## config.mk

```make
export PLATFORM = sky130hd
export DESIGN_NAME = input_debouncer
export DESIGN_NICKNAME = d
export VERILOG_FILES = /design/src/rtl/input_debouncer.sv
export SDC_FILE = /design/constraint.sdc
export NUM_CORES = 1
export LEC_CHECK = 0
export CORE_ASPECT_RATIO = 1.75
export CORE_MARGIN = 2
export CORE_UTILIZATION = 58
export CTS_BUF_LIST = sky130_fd_sc_hd__clkbuf_8
export DETAILED_ROUTE_END_ITERATION = 8
export PLACE_DENSITY_LB_ADDON = 0.15
export SLEW_MARGIN = 15
export SYNTH_ARGS = -nofsm -noshare
export SYNTH_HDL_FRONTEND = slang
export SYNTH_SLANG_ARGS = --single-unit
```

## constraint.sdc

```tcl
create_clock -name clk -period 5.2 [get_ports clk]
set_input_delay 1.3 -clock clk [delete_from_list [all_inputs] [get_ports clk]]
set_output_delay 1.3 -clock clk [all_outputs]
set_load 0.02 [all_outputs]
```

## src/rtl/input_debouncer.sv

```systemverilog
// Ten-channel switch debouncer.
// Each raw input is synchronized through two flops, then must disagree with its
// debounced level for STABLE_CYCLES consecutive edges before the new level is
// accepted. Accepted changes also produce registered one-cycle rise/fall
// pulses and a combined any-change pulse.
module input_debouncer #(
    parameter int unsigned STABLE_CYCLES = 4
) (
    input  logic       clk,
    input  logic       rst,
    input  logic [9:0] sw_in,
    output logic [9:0] sw_db,
    output logic [9:0] sw_rise,
    output logic [9:0] sw_fall,
    output logic       any_chg
);

    // Last count value before a disagreeing sample is accepted.
    localparam logic [7:0] CntMax = 8'(STABLE_CYCLES - 1);

    logic [9:0] s1_q;
    logic [9:0] s2_q;
    logic [9:0] db_q;
    logic [9:0] db_d;
    logic [9:0] rise_q;
    logic [9:0] rise_d;
    logic [9:0] fall_q;
    logic [9:0] fall_d;
    logic       any_q;
    logic       any_d;
    logic [7:0] cnt_q [10];
    logic [7:0] cnt_d [10];

    // Two-flop synchronizer for the asynchronous switch levels.
    always_ff @(posedge clk or posedge rst) begin
        if (rst) begin
            s1_q <= '0;
            s2_q <= '0;
        end else begin
            s1_q <= sw_in;
            s2_q <= s1_q;
        end
    end

    // Per-channel disagreement counter; agreement always restarts the count.
    always_comb begin
        db_d = db_q;
        for (int i = 0; i < 10; i++) begin
            cnt_d[i] = '0;
            if (s2_q[i] != db_q[i]) begin
                // >= keeps the counter bounded even if it were ever out of range.
                if (cnt_q[i] >= CntMax) begin
                    db_d[i] = s2_q[i];
                end else begin
                    cnt_d[i] = cnt_q[i] + 8'd1;
                end
            end
        end
    end

    // Edge pulses derived from the level about to be registered.
    always_comb begin
        rise_d = db_d & ~db_q;
        fall_d = ~db_d & db_q;
        any_d  = |(rise_d | fall_d);
    end

    // Debounced state, counters and registered pulses.
    always_ff @(posedge clk or posedge rst) begin
        if (rst) begin
            db_q   <= '0;
            rise_q <= '0;
            fall_q <= '0;
            any_q  <= 1'b0;
            for (int i = 0; i < 10; i++) begin
                cnt_q[i] <= '0;
            end
        end else begin
            db_q   <= db_d;
            rise_q <= rise_d;
            fall_q <= fall_d;
            any_q  <= any_d;
            for (int i = 0; i < 10; i++) begin
                cnt_q[i] <= cnt_d[i];
            end
        end
    end

    assign sw_db   = db_q;
    assign sw_rise = rise_q;
    assign sw_fall = fall_q;
    assign any_chg = any_q;

endmodule

```

==> results_dict.tcl <==
set metrics [dict create \
    status "complete, no violations" \
    drv_slew 0 \
    drt-pass1-iter-count 3 \
    gp_congestion 0.718 \
    cp_max_fo 6 \
    setup_viol 0 \
    totalWireLength_mm 5.65 \
    die_height_um 120 \
    clock_path_buffers 2 \
    crit_required_ns 3.90 \
    ctsResizeCount 0 \
    worst-setup-path-type "flip-flop to output pin" \
    port_buffers 42 \
    avgSynthCellArea_um2 16.1 \
    hold_viol_final 0 \
    cts.sinks 131 \
    drive_gt1_frac 0.156 \
    cp_num_buf_inv 1 \
    dp_hpwl_mm 3.80 \
    period_needed_ns 2.82 \
    die_area_um2 8430 \
    cpPeakStageDelay_ns 0.66 \
    netlist_area_um2 4460 \
    grt_max_degree 81 \
    cpLargestDelayFamily "buffers and inverters" \
    ys.warnings.count 0 \
    max_slew_margin 0.408 \
    final_nets 441 \
    worstRegToRegCells 7 \
    endpoint_kind "output pin" \
    diodes 0 \
    maxCapViolCount 0 \
    tightest_slew_ns 0.888 \
    whs_path_depth 0 \
    grt_use_total 0.158 \
    mostFrequentLayoutCells "dfrtp_1 (131), conb_1 (60), clkdlybuf4s50_1 (42)" \
    cellPowerDensity_nw_per_um2 366 \
    fmax_mhz 355 \
    fin_tns_setup_ns 0 \
    area_growth_pct 26.7 \
    initial_core_util 0.593 \
    crit_chain "clkdlybuf4s50_1" \
    cts-root-buf "clkbuf_8" \
    cts_setup_buffers 0 \
    vdd_drop_max_mv 0.317 \
    yosys.area.top_type "dfrtp_1" \
    synthTopCellsByArea "dfrtp_1 (74%), ha_1 (8.4%), mux2_4 (3.4%)" \
    cp-start-kind "flip-flop" \
    crit_arrival_ns 1.52 \
    synth_seq_cells 131 \
    clock_latency_ns 0.41 \
    final_common_cell "dfrtp_1" \
    post-route-period-util 0.542 \
    crit_slowest_cell "clkdlybuf4s50_1" \
    die_w_um 70.3 \
    holdBufCountCts 0 \
    vias 2235 \
    fin_util 0.752 \
    clock_skew_ns 0.00493 \
    ant_nets 0 \
    syn_inst 277 \
    core_area_um2 7510 \
    dp_cells 468 \
    grt_pass1_vias 2391 \
    numCtsBuffers 17 \
    cts_tree "yes" \
    leakage_nw 2.83 \
    htreeDepth 4 \
    cp_num_cells 1 \
    via_per_inst 4.48 \
    synth.distinct_cells 15 \
    fp-row-count 42 \
    rsz0062_at_grt "no" \
    stdcell_count 499 \
    antenna_found_initial 0 \
    synth_top_cell_area_share 0.735 \
    drtIter0Drc 65 \
    gr-total-overflow 0 \
    grt_first_pass_wirelength_mm 9.98 \
    ys_seq_area_frac 0.735 \
    wl_per_cell_um 11.3 \
    io_pins 43 \
    hold_path_class "flip-flop to flip-flop" \
    clk_pin_slew_ns 0.06 \
    drc_errors 0 \
]
## path summary, 6_finish.rpt
path / from / to / slack (ns)
min: s1_q[2]$_DFF_PP0_ / s2_q[2]$_DFF_PP0_ / 0.35
min reg2reg: s1_q[2]$_DFF_PP0_ / s2_q[2]$_DFF_PP0_ / 0.35
min in group asynchronous: rst / sw_db[6]$_DFF_PP0_ / 1.45
max: sw_db[3]$_DFF_PP0_ / sw_db[3] / 2.38
max in group asynchronous: rst / cnt_q[13]$_DFF_PP0_ / 2.88
max reg2reg: cnt_q[64]$_DFF_PP0_ / any_chg$_DFF_PP0_ / 3.02
## stage by stage
step / area [um2] / worst slack (ns) / power, mW / hold WS, ns
floorplan: 4680 / 0.402 / 1.17 / 0.331
global placement: 5230 / 2.40 / 1.22 / 0.331
detailed placement: 5230 / 2.38 / 1.22 / 0.335
CTS: 5650 / 2.33 / 2.10 / 0.352
global route: 5650 / 2.29 / 2.16 / 0.361
finish: 5650 / 2.38 / 2.07 / 0.349
## cells by family (layout without fill, tap and decap cells)
family | Yosys count | count (layout) | share of synthesized area
flip-flops | 131 | 131 | 0.735
AND/OR/NAND/NOR | 64 | 64 | 0.0864
adder cells (fa/ha/maj) | 30 | 30 | 0.0842
buffers and inverters | 21 | 96 | 0.0177
multiplexers | 20 | 20 | 0.0561
XOR/XNOR | 10 | 10 | 0.0196
other | 1 | 60 | 0.000841
## metal layers
layer  up-vias  wire length, um  GRT usage
met5         -                0          0
li1       1094                -          -
met2        44             3120      0.262
met4         0               63     0.0721
met3         6              286     0.0714
met1      1091             2180      0.171
## final cells by class
cell class | count | area (um2)
clock inverter | 10 | 130
sequential | 131 | 3280
tap | 88 | 110
clock buffer | 21 | 289
fill | 521 | 1870
inverter | 21 | 81.3
timing repair buffer | 44 | 435
multi-input combinational | 184 | 1320
## synth_stat cells
cell type / count
mux2i_1: 10
inv_1: 21
conb_1: 1
nor2_1: 20
nand4_1: 2
nand2_2: 10
ha_1: 30
nand2_1: 1
or3_1: 1
nand3_1: 10
nor3_1: 10
xor2_1: 10
mux2_4: 10
nor4_2: 10
dfrtp_1: 131
## where the power goes
part	internal [mW]	switching, mW	leakage, nW
Clock	0.518	0.344	0.213
Sequential	1.06	0.0240	1.59
Combinational	0.0513	0.0645	1.02
## state kept, by name, indices dropped and copies added (netlist names)
register,cells
cnt_q,80
s1_q,10
s2_q,10
sw_db,10
sw_fall,10
sw_rise,10
any_chg,1
Power figures use the tool's default switching activity.
